### config.mk
export PLATFORM = sky130hd
export DESIGN_NAME = axi_image_master
export DESIGN_NICKNAME = d
export VERILOG_FILES = /design/src/rtl/axi_image_master.sv
export SDC_FILE = /design/constraint.sdc
export NUM_CORES = 1
export LEC_CHECK = 0
export CAP_MARGIN = 20
export CORE_ASPECT_RATIO = 0.6
export CORE_UTILIZATION = 40
export CTS_BUF_LIST = sky130_fd_sc_hd__clkbuf_4 sky130_fd_sc_hd__clkbuf_8 sky130_fd_sc_hd__clkbuf_16
export DETAILED_ROUTE_END_ITERATION = 10
export GPL_ROUTABILITY_DRIVEN = 0
export PLACE_DENSITY = 0.84
export SLEW_MARGIN = 40
export SYNTH_ARGS = -nofsm -noshare
export SYNTH_HDL_FRONTEND = slang
export SYNTH_SLANG_ARGS = --single-unit
export TNS_END_PERCENT = 20
### constraint.sdc
create_clock -name aclk -period 2.8 [get_ports aclk]
set_input_delay 0.56 -clock aclk [delete_from_list [all_inputs] [get_ports aclk]]
set_output_delay 0.56 -clock aclk [all_outputs]
set_load 0.02 [all_outputs]
### src/rtl/axi_image_master.sv
// Loader/readback engine: streams image words into memory over AXI-lite writes,
// or reads a block back out onto an output stream.
module axi_image_master #(
  parameter int ADDR_W    = 32,
  parameter int DATA_W    = 32,
  parameter int ADDR_STEP = 4,
  parameter int CNT_W     = 16
) (
  input  logic              aclk,
  input  logic              areset,
  input  logic              start,
  input  logic              mode,
  input  logic [ADDR_W-1:0] base_addr,
  input  logic [CNT_W-1:0]  num_words,
  input  logic [DATA_W-1:0] s_data,
  input  logic              s_valid,
  output logic              s_ready,
  output logic [DATA_W-1:0] m_data,
  output logic              m_valid,
  input  logic              m_ready,
  output logic [ADDR_W-1:0] axi_awaddr,
  output logic              axi_awvalid,
  input  logic              axi_awready,
  output logic [DATA_W-1:0] axi_wdata,
  output logic              axi_wvalid,
  input  logic              axi_wready,
  output logic [ADDR_W-1:0] axi_araddr,
  output logic              axi_arvalid,
  input  logic              axi_arready,
  input  logic [DATA_W-1:0] axi_rdata,
  input  logic              axi_rvalid,
  output logic              axi_rready,
  output logic              busy,
  output logic              done,
  output logic [CNT_W-1:0]  word_count
);

  typedef enum logic [2:0] {
    IDLE, W_FETCH, W_ISSUE, R_ADDR, R_DATA, R_OUT, DONE
  } state_t;

  state_t state, state_next;

  logic [ADDR_W-1:0] addr_q;
  logic [CNT_W-1:0]  num_q;
  logic [CNT_W-1:0]  idx;
  logic              aw_pend;
  logic              w_pend;
  logic [DATA_W-1:0] wdata_q;
  logic [DATA_W-1:0] mdata_q;

  logic s_fire;
  logic aw_done;
  logic w_done;
  logic word_issued;
  logic word_read;
  logic last_word;

  assign s_fire      = (state == W_FETCH) && s_valid;
  // A channel with nothing pending counts as already complete.
  assign aw_done     = !aw_pend || axi_awready;
  assign w_done      = !w_pend || axi_wready;
  assign word_issued = (state == W_ISSUE) && aw_done && w_done;
  assign word_read   = (state == R_OUT) && m_ready;
  assign last_word   = (idx + CNT_W'(1)) == num_q;

  always_ff @(posedge aclk) begin
    if (areset) begin
      state <= IDLE;
    end else begin
      state <= state_next;
    end
  end

  always_comb begin
    state_next = state;
    case (state)
      IDLE: begin
        if (start) begin
          if (num_words == '0) begin
            state_next = DONE;
          end else if (mode) begin
            state_next = R_ADDR;
          end else begin
            state_next = W_FETCH;
          end
        end
      end
      W_FETCH: if (s_valid) state_next = W_ISSUE;
      W_ISSUE: if (word_issued) state_next = last_word ? DONE : W_FETCH;
      R_ADDR:  if (axi_arready) state_next = R_DATA;
      R_DATA:  if (axi_rvalid) state_next = R_OUT;
      R_OUT:   if (m_ready) state_next = last_word ? DONE : R_ADDR;
      DONE:    state_next = IDLE;
      default: state_next = IDLE;
    endcase
  end

  // addr_q always holds the address of the word in flight, so it serves both AW and AR.
  always_ff @(posedge aclk) begin
    if (areset) begin
      addr_q  <= '0;
      num_q   <= '0;
      idx     <= '0;
      aw_pend <= 1'b0;
      w_pend  <= 1'b0;
      wdata_q <= '0;
      mdata_q <= '0;
    end else begin
      if ((state == IDLE) && start) begin
        addr_q <= base_addr;
        num_q  <= num_words;
        idx    <= '0;
      end
      if (s_fire) begin
        wdata_q <= s_data;
        aw_pend <= 1'b1;
        w_pend  <= 1'b1;
      end
      if (state == W_ISSUE) begin
        if (aw_pend && axi_awready) aw_pend <= 1'b0;
        if (w_pend && axi_wready) w_pend <= 1'b0;
      end
      if (word_issued || word_read) begin
        idx    <= idx + CNT_W'(1);
        addr_q <= addr_q + ADDR_W'(ADDR_STEP);
      end
      if ((state == R_DATA) && axi_rvalid) begin
        mdata_q <= axi_rdata;
      end
    end
  end

  always_comb begin
    s_ready     = (state == W_FETCH);
    axi_arvalid = (state == R_ADDR);
    axi_rready  = (state == R_DATA);
    m_valid     = (state == R_OUT);
    done        = (state == DONE);
    busy        = (state != IDLE) && (state != DONE);
  end

  assign axi_awvalid = aw_pend;
  assign axi_wvalid  = w_pend;
  assign axi_awaddr  = addr_q;
  assign axi_araddr  = addr_q;
  assign axi_wdata   = wdata_q;
  assign m_data      = mdata_q;
  assign word_count  = idx;

endmodule
-- Yosys cells after proc, flatten, opt, wreduce, memory -nomap -nowiden
Index checks and enable logic that the tools add are counted.
- equality and inequality tests: 14
- reduce and logical (&&, ||, !) cells: 19
- mux-type cells: 21
- $add $sub $neg: 2
- operators by type and width (kind ; count):
    two-way mux 32 bit ; 2
    adder 32 x 3 -> 32 bit (second input constant) ; 1
    two-way mux 16 bit ; 2
    two-way mux 3 bit ; 9
    case mux 3 bit (6 select lines) ; 1
    adder 16 x 1 -> 16 bit (second input constant) ; 1
    equality test 16 bit ; 1
    logical NOT 16 bit ; 1
    equality test 3 bit (second input constant) ; 3
    logical AND 1 bit ; 9
    != test 2 bit (second input constant) ; 4
    equality test 3 x 2 -> 1 bit (second input constant) ; 2
    two-way mux 1 bit ; 6
    AND reduction 6 bit ; 1
    != test 2 x 1 -> 1 bit (second input constant) ; 2
    equality test 3 x 1 -> 1 bit (second input constant) ; 1
    logical NOT 3 bit ; 1
    logical OR 1 bit ; 3
    != test 3 bit (second input constant) ; 1
    nonzero test 3 bit ; 1
    logical NOT 1 bit ; 2
    two-way mux 2 bit ; 1
    nonzero test 2 bit ; 1
- word-level logic and storage cells: 64
- flip-flop bits (word level): 133
- output and inout port bits: 152
- bits of input ports: 122

-- Longest topological paths before layout
Gate-level depths: netlist of the first run.
- depth in word-level cells: 6
- mapped depth: 9
- gate-level depth less buffers: 8

-- Worst setup path before layout of the first run
Ideal clock, no wire load.
- kind: register -> register
- start point: register idx[0], in the netlist word_count[0]
- end point: register state[1]
- cell stages (with the launch flop): 10
- arrival time: 2.362 ns
- buffers on the path: 1
- clock period less this slack: 2.433 ns
- setup slack: 0.367 ns
- data required time: 2.730 ns
- setup time: 0.070 ns
- path through: dfxtp_1 > ha_1 > nand3_4 > buf_6 > nor2_1 > and2_1 > xnor2_1 > nand4_1 > or4_1 > a21oi_1
- word-level cells in the longest chain between the ends: 5
- ends and longest elaborated chain (item ; line ; text):
    from (decl) ; 46 ; logic [CNT_W-1:0] idx;
    from (signal assigned) ; 125 ; idx <= idx + CNT_W'(1);
    adder 16 x 1 -> 16 bit ; 65 ; assign last_word = (idx + CNT_W'(1)) == num_q;
    equality test 16 bit ; 65 ;
    two-way mux 3 bit (2 in series) ; 90 ; W_ISSUE: if (word_issued) state_next = last_word ? DONE : W_FETCH;
    case mux 3 bit (6 select lines) ; 77 ; case (state)
    to (signal assigned) ; 71 ; state <= state_next;
    to (decl) ; 42 ; state_t state, state_next;
No other way between the ends. The select of a mux whose other input is x is not followed.
A chain may end at the register's enable or synchronous reset.

-- Worst setup path after layout of the first run
- start point: register idx[1], in the netlist word_count[1]
- end point: register state[1]
Same word-level chain as after synthesis.

==> flow_summary.ini, run 1 <==
[run_status]
status = finished, final reports clean

[sta]
final.setup_skew_ps = 12.4
setup_viol = 0
post-route-period-util_pct = 94.3
whs_ps = 452
worst_slew_pin_slew_ps = 701
max_freq_mhz = 379
relSlewSlack_pct = 53.2
slew_viol_final = 0
tns_ps = 0
layout_setup_ws_ps = 158
rsz0062_at_grt = no
period_needed_ps = 2640
hold_viol = 0

[power_and_ir_drop]
ir_drop_mv = 0.518
seqPwrFrac_pct = 32.5
static-leakage-power_nw = 3.42
p_switching_mw = 2.94
p_int_mw = 4.86
p_total_mw = 7.80
powerDensity_nw_per_um2 = 789
comb_power_share_pct = 39.0
clkPwrFrac_pct = 28.5
p_sw_share_pct = 37.7

[cells_and_area]
nets = 1212
final.fill_count = 1329
post-route-util_pct = 63.2
final_area_um2 = 9880
diodes = 0
layout_common_cells = clkdlybuf4s50_1, nand2_1, a21oi_1
mostFrequentLayoutCell = clkdlybuf4s50_1
drive_gt1_share_pct = 6.72
stdcell_count = 1304
syn_to_final_growth_pct = 51.4

[setup_path]
critPathMaxFanout = 13
critPathArrivalTime_ps = 2970
path_cells = ha_1 -> nand3_4 -> nor3_2 -> a21oi_1 -> a211oi_2 -> o211ai_1 -> or4_1 -> a21oi_1
cp-start-kind = flip-flop
cp_top_family = simple AND/OR/NAND/NOR gates
cp.required_ps = 3130
timing.reg2reg.setup_slack_ps = 160
path_buf_inv = 0
crit_top_cell = a21oi_1
max_stage_delay_ps = 520
path_depth = 8
r2r_cells = 8
slowest_stage = or4_1
criticalPathCategory = reg2reg
end_kind = flip-flop

[drt]
drcViolationCount = 0
drtIter0Drc = 726
drt-pass1-iter-count = 5
wl_per_cell_um = 16.2
viasPerCell = 5.39
drt_wl_total_um = 21100
vias = 7029
antenna_left = 0

[yosys]
netlist_instances = 863
synth_edf_count = 0
synth-simple-area-share_pct = 27.9
synth_nets = 987
yosysWarnings = 0
synth_top_area_cell = dfxtp_1
synth_top_family_by_area = simple AND/OR/NAND/NOR gates
seq_area_frac_synth_pct = 40.8
ys_types = 61
synth_compound_area_share_pct = 19.7
synthMuxAreaShare_pct = 0.767
yosys_most_used_dff = dfxtp_1
synthAdderAreaFrac_pct = 0.383
postSynth.asyncResetShare_pct = 0
synthesis.area_um2 = 6530
synthTopCellsByArea = dfxtp_1, a21oi_1, nand2_1
synth_top_area_share_pct = 40.8
ys_seq_elements = 133
synth-xor-area-share_pct = 2.80
syn_avg_cell_area_um2 = 7.57

[grt]
grt_pass1_wl_um = 33400
grt_pass1_vias = 6414
grt_usage_pct = 24.7
grt_overflow = 0
grt_start_max_net_pins = 61
antenna_found_initial = 0

[clock_network]
clk-insertion-delay-late_ps = 410
cts.sinks = 133
cts_max_level = 4
hold_buffers = 0
cts_buffer_depth = 2
numCtsBuffers = 17
cts_tree = built
cts_resized = 0
cts-root-buf = clkbuf_16
postCtsSetupRepairBufs = 0
clkTransAtPathRegs_ps = 60

[placement]
placedCellCount = 1272
dp_hpwl_um = 15300
placed_area_um2 = 9300
dp_slack_ps = 262
io_buffers = 273

[hold_path]
hp-class = reg2reg
whs_path_depth = 2

[floorplanning]
core_area_um2 = 15600
std_cell_rows = 35
ios = 274
start_util_pct = 41.8
die_area_um2 = 16900
die_y_um = 101
fp.dieW_um = 167

[job]
cap_viol_max_count = 0
[worst register-to-register path, cell delays in order (launching register included)]
cell and delay [ps]:
dfxtp_1 470, ha_1 330, nand3_4 220, nor3_2 430
a21oi_1 110, a211oi_2 180, o211ai_1 160, or4_1 520
a21oi_1 150
[state kept, by name (all words and copies together), names as in the netlist]
signal	count
axi_araddr	32
axi_wdata	32
m_data	32
num_q	16
word_count	16
state	3
axi_awvalid	1
axi_wvalid	1
[per-layer routing]
metal | wire length [um] | track usage [%] | vias to the layer above | share of wire [%]
met5 | 0 | 0 | - | 0
met4 | 221 | 6.27 | 0 | 1.0
met3 | 1790 | 5.93 | 19 | 8.5
met2 | 9490 | 38.3 | 324 | 45
met1 | 9560 | 34.3 | 3270 | 45
li1 | - | - | 3416 | -
[cell type report]
type	instances	area [um^2]	area share, %
flip-flops and latches	133	2660	26.9
repair buffers	296	2970	30.0
inverters	6	22.5	0.228
well taps	203	254	2.57
clock inverters	14	151	1.53
multi-input cells	634	3390	34.3
clock buffers	18	433	4.38
[power groups by stage]
stage | clock network [mW] | registers, mW | logic (mW)
floorplan | 0 | 2.70 | 1.58
global placement | 0 | 2.55 | 2.98
detailed placement | 0 | 2.57 | 3.03
CTS | 2.27 | 2.53 | 3.04
global route | 2.38 | 2.58 | 3.27
finish | 2.22 | 2.53 | 3.04
[final timing paths]
| kind | from | end |
|---|---|---|
| worst max-delay path | word_count[1]$_SDFFE_PP0P_ | state[1]$_SDFFE_PP0P_ |
| worst min-delay path | axi_wdata[8]$_SDFFE_PP0P_ | axi_wdata[8]$_SDFFE_PP0P_ |
| worst max register to register | word_count[1]$_SDFFE_PP0P_ | state[1]$_SDFFE_PP0P_ |
| worst min register to register | axi_wdata[8]$_SDFFE_PP0P_ | axi_wdata[8]$_SDFFE_PP0P_ |
[Yosys cell counts (all sizes together), types with 2 or more instances]
| cell type | number |
|---|---|
| a311oi | 2 |
| o211ai | 7 |
| ha | 2 |
| o311ai | 2 |
| nor2b | 4 |
| nor4b | 2 |
| inv | 6 |
| clkbuf | 50 |
| nand3 | 23 |
| and3b | 3 |
| a211oi | 5 |
| a222oi | 2 |
| and2 | 5 |
| a22oi | 3 |
| nand3b | 7 |
| o21ai | 35 |
| and3 | 6 |
| a32oi | 2 |
| dfxtp | 133 |
| nor4 | 14 |
| nand2b | 7 |
| mux2i | 5 |
| buf | 40 |
| nor3b | 6 |
| xnor2 | 12 |
| a21oi | 152 |
| nand4 | 15 |
| o221ai | 2 |
| nand2 | 198 |
| o31ai | 4 |
| nor2 | 55 |
| or3 | 6 |
| nor3 | 21 |
| xor2 | 8 |
| a31oi | 8 |
[cells by family (layout without fill, tap and decap cells)]
group	count (synthesis)	in the layout
mux	5	5
fa+ha+maj	2	2
buf+inv	96	334
compound gates	230	230
simple gates	377	377
flops	133	133
xor+xnor	20	20
Power figures use the tool's default switching activity.
==> inputs of run 2 (changes only) <==
CORE_MARGIN = 2   (was not set)
==> flow_summary.ini, run 2 (synthesis gave the netlist of run 1 again) <==
[grt]
grt_usage_pct = 23.2
grt_pass1_vias = 6245
grt_start_max_net_pins = 73
grt_pass1_wl_um = 32400
antenna_found_initial = 0
grt_overflow = 0

[hold_path]
whs_path_depth = 2
hold_end = m_data[9]$_SDFFE_PP0P_
min_from = m_data[9]$_SDFFE_PP0P_
hp-class = reg2reg

[job]
cap_viol_max_count = 0

[clock_network]
cts-root-buf = clkbuf_16
cts_tree = built
cts.sinks = 133
clkTransAtPathRegs_ps = 60
hold_buffers = 0
clk-insertion-delay-late_ps = 420
postCtsSetupRepairBufs = 0
cts_resized = 0
cts_buffer_depth = 2
cts_max_level = 4
numCtsBuffers = 17

[cells_and_area]
layout_common_cells = clkdlybuf4s50_1, nand2_1, a21oi_1
nets = 1214
stdcell_count = 1312
mostFrequentLayoutCell = clkdlybuf4s50_1
diodes = 0
post-route-util_pct = 61.5
drive_gt1_share_pct = 6.89
syn_to_final_growth_pct = 51.4

[sta]
worst_slew_pin_slew_ps = 647
relSlewSlack_pct = 56.8
period_needed_ps = 2640
setup_viol = 0
rsz0062_at_grt = no
final.setup_skew_ps = 16.3
post-route-period-util_pct = 94.1
tns_ps = 0
whs_ps = 452
hold_viol = 0
slew_viol_final = 0
max_freq_mhz = 379

[setup_path]
cp-start-kind = flip-flop
end_kind = output pin
timing.reg2reg.setup_slack_ps = 290
r2r_cells = 8
rr_endpoint = state[1]$_SDFFE_PP0P_
critPathArrivalTime_ps = 2080
critPathMaxFanout = 19
r2r-start = word_count[1]$_SDFFE_PP0P_
cp.required_ps = 2240
criticalPathCategory = reg2out

[floorplanning]
die_y_um = 103
fp.dieW_um = 169
die_area_um2 = 17400
start_util_pct = 40.6
core_area_um2 = 16100
std_cell_rows = 36
ios = 274

[drt]
drt_wl_total_um = 21000
viasPerCell = 5.35
antenna_left = 0
drcViolationCount = 0
drt-pass1-iter-count = 5
vias = 7025
wl_per_cell_um = 16.0
drtIter0Drc = 550

[placement]
placedCellCount = 1280
io_buffers = 273
dp_hpwl_um = 15300

[power_and_ir_drop]
ir_drop_mv = 0.394
powerDensity_nw_per_um2 = 790
static-leakage-power_nw = 3.44

[run_status]
status = finished, final reports clean
-- run 2: cell count changes in the layout (fill, tap and decap cells not counted) --
cell,change
buf_12,-3
buf_4,+5
clkbuf_4,-1
clkbuf_8,+1
clkinv_2,-1
clkinvlp_4,-4
inv_6,+4
inv_8,+1
-- run 2: final cells by class --
type	instances	area, um^2
fill	1425	6190
multi-input combinational	634	3390
timing repair buffer	298	2940
sequential	133	2660
clock buffer	18	439
tap	209	262
clock inverter	14	163
inverter	6	22.5
-- run 2: how the worst max path moves through the flow --
stage	to	slack, ps	start
5_1_grt	axi_rready	30	state[1]$_SDFFE_PP0P_
2_1_floorplan	state[1]$_SDFFE_PP0P_	370	word_count[0]$_SDFFE_PP0P_
6_report	axi_rready	160	state[1]$_SDFFE_PP0P_
3_3_place_gp	state[2]$_SDFFE_PP0P_	270	num_words[2]
4_1_cts	axi_rready	170	state[1]$_SDFFE_PP0P_
3_5_place_dp	state[2]$_SDFFE_PP0P_	290	num_words[2]
-- run 2: through the flow --
stage	cell area [um^2]	total power, mW	worst slack [ps]
final	9890	7.81	164
after global routing	9890	8.25	30.7
after CTS	9890	7.86	166
after detailed placement	9280	5.55	289
after global placement	9280	5.50	269
after floorplan	6530	4.29	367
-- run 2: routing by layer --
layer	wire length (um)	GRT usage [%]
met5	0	0
met4	234	5.44
met1	9960	32.8
met3	1640	6.37
met2	9220	35.3
-- run 2: critical path: stages, from the launching register on --
cell	delay, ps
dfxtp_1	680
nor2_1	190
and2_1	220
clkdlybuf4s50_1	560
-- run 2: power by group --
group	leakage, nW	switching [mW]	internal [mW]	total [mW]
logic	2.07	1.67	1.32	2.99
registers	1.08	0.349	2.17	2.52
clock network	0.295	0.929	1.37	2.29
==> edit, RTL diff (flow settings as in run 2) <==
`ADDR_W`: 32 -> 64.
--- a/src/rtl/axi_image_master.sv
+++ b/src/rtl/axi_image_master.sv
@@ -1,7 +1,7 @@
 // Loader/readback engine: streams image words into memory over AXI-lite writes,
 // or reads a block back out onto an output stream.
 module axi_image_master #(
-  parameter int ADDR_W    = 32,
+  parameter int ADDR_W    = 64,
   parameter int DATA_W    = 32,
   parameter int ADDR_STEP = 4,
   parameter int CNT_W     = 16
Interface: changed (resized axi_araddr, axi_awaddr and base_addr); port bits go from 274 to 370. No check against the original RTL was run, so the function may have changed too.
==> edit against run 2 <==
Cell area is 32% higher. Worst setup slack improved by 2.7 ps. Sequential cell count increased by 32. Largest cell class unchanged. Clock power up 7%. Area after synthesis rose by 34%. Wire length grew 54%. Critical path depth rose by 4. Total power increased by 28%. Combinational power rose by 46%. Largest power group unchanged. Die area rose by 33%.
==> edit: results (changes against run 2) <==
* XOR/XNOR Fraction of Synth Area at 2.905% (was 2.798%)
* Worst-path fanout max at 7 (was 19)
* Crit path largest cell delay at 510 ps (was 680 ps)
* H-tree depth at 4 (unchanged)
* Reg clk slew, reported paths at around 70 ps
* Final WL at 32.44 mm (was 21.05 mm)
* Initial antenna violation count at 0 (unchanged)
* Outcome: finished clean (unchanged)
* Port Buffers at 369 (was 273)
* Residual DRC at 0 (unchanged)
* Slowest CP cell: or4_1 (was dfxtp_1)
* Top cell types by occurrence after synthesis: nand2_1 (249), dfxtp_1 (165), a21oi_1 (158) (was nand2_1 (196), a21oi_1 (152), dfxtp_1 (133))
* Root Driver: clkbuf_16 (unchanged)
* Compound-gate portion of the synthesized area at 19.85% (was 19.70%)
* DR vias/cell at 5.669 (was 5.354)
* Top FF cell, synth: dfxtp_1 (unchanged)
* Slew at the pin closest to its max-slew limit at 712.4 ps (was 646.7 ps)
* Layout cells sized above 1 at 7.478% (was 6.890%)
* Largest net degree at the start of global routing at 94 (was 73)
* Post-Synth Adder-Cell Area at 0.2862% (was 0.3833%)
* Vias in the first global route at 8806 (was 6245)
* Worst clock skew at 11.79 ps (was 16.29 ps)
* CTS Buffer Depth at 2 (unchanged)
* Hpwl dp at 24.14 mm (was 15.30 mm)
* First-pass GRT wire length at 48.98 mm (was 32.37 mm)
* Tot GR Track Use at 26.76% (was 23.20%)
* Peak VDD IR at 409.7 uV (was 393.7 uV)
* Critical Path AT at 2980 ps (was 2080 ps)
* Ys Warns at 0 (unchanged)
* Largest cells by area after synthesis: dfxtp_1 (38%), nand2_1 (11%), a21oi_1 (9.0%), buf_4 (5.5%), clkbuf_1 (3.0%) (was dfxtp_1 (41%), a21oi_1 (12%), nand2_1 (11%), buf_4 (3.7%), nor2_1 (3.2%))
* Mux cell area share after synthesis at 1.631% (was 0.7666%)
* Syn_nets at 1319 (was 987)
* Clock Latency Late Sink at 430 ps
* Asr flop ratio synth at 0% (unchanged)
* Post-layout nets at 1614 (was 1214)
* CTS Buf Count at 17 (unchanged)
* Leakage power at 4.463 nW (was 3.442 nW)
* Register area share after synthesis at 37.78% (was 40.78%)
* DRT iter0 DRCs at 1046 (was 550)
* FILL cells at 1881 (was 1425)
* DR pass1 iterations at 5 (unchanged)
* Synth unique cells at 64 (was 61)
-- edit: changes by cell type in the layout (fill, tap and decap cells not counted), sizes merged, moves of 14 or more --
cell and change:
clkdlybuf4s50 +96, nand2 +51, dfxtp +32, buf +27, and3 +21, o211ai +15
nand3 +14
-- edit: where the power goes --
part           internal, W  leakage (nW)  switching (W)  total, W
Sequential         0.00272          1.34       0.000445   0.00316
Combinational      0.00190          2.82        0.00248   0.00438
Clock              0.00150         0.302       0.000963   0.00246
Total              0.00612          4.46        0.00389    0.0100
-- edit: cells by family (layout without fill, tap and decap cells) --
family / after synthesis / after routing
AOI/OAI and AO/OA: 291 / 291
DFF: 165 / 165
muxes: 13 / 13
buffers and inverters: 159 / 467
xor gates and xnor gates: 29 / 29
and+or+nand+nor: 504 / 504
adders and majority gates: 2 / 2
-- edit: final cells by class --
| class | count | area, um2 | share of cell area [%] |
|---|---|---|---|
| multi-input combinational | 839 | 4633 | 35.47 |
| timing repair buffer | 421 | 4110 | 31.46 |
| sequential | 165 | 3304 | 25.29 |
| clock buffer | 24 | 490.5 | 3.754 |
| tap | 279 | 349.1 | 2.672 |
| clock inverter | 8 | 123.9 | 0.9482 |
| inverter | 14 | 52.55 | 0.4023 |
-- edit: what timing repair did --
action                     in CTS  in global routing
setup endpoints to repair       1                  4
resized for setup               1                  3
setup buffers                   0                  0
-- edit: through the flow --
| step | setup slack, ps | total power, W | hold WS, ps | std cells | instance area, um2 |
|---|---|---|---|---|---|
| 2_1_floorplan | 110.0 | 0.005660 | 447.8 | 1163 | 8743 |
| 3_3_place_gp | 16.44 | 0.007431 | 441.5 | 1718 | 12430 |
| 3_5_place_dp | 23.70 | 0.007516 | 445.3 | 1718 | 12430 |
| 4_1_cts | 107.8 | 0.009998 | 454.3 | 1750 | 13050 |
| 5_1_grt | 14.51 | 0.01047 | 473.3 | 1750 | 13060 |
| 6_report | 167.2 | 0.01001 | 453.1 | 1750 | 13060 |
-- edit: worst max-delay path, delay by kind of cell (launching register included) --
kind / cells / cell delay (ps)
DFF: 1 / 460
and+or+nand+nor: 5 / 1740
buffers and inverters: 1 / 200
AOI/OAI and AO/OA: 1 / 170
-- edit: worst paths after layout --
kind / startpoint / endpoint / slack (ps) / depth (start not counted)
min: axi_wdata[26] / axi_wdata[26] / 450 / 2
min reg2reg: axi_wdata[26] / axi_wdata[26] / 450 / 2
max reg2reg: axi_araddr[8] / axi_araddr[33] / 170 / 7
max: axi_araddr[8] / axi_araddr[33] / 170 / 7
-- edit: layer usage --
metal	track usage, %	wire length, um	part of all wire, %	vias to the layer above
li1	-	-	-	4670
met1	38.21	14310	44	4659
met2	40.68	14440	45	557
met3	5.850	3229	10	34
met4	6.918	461	1.4	0
met5	0	0	0	-
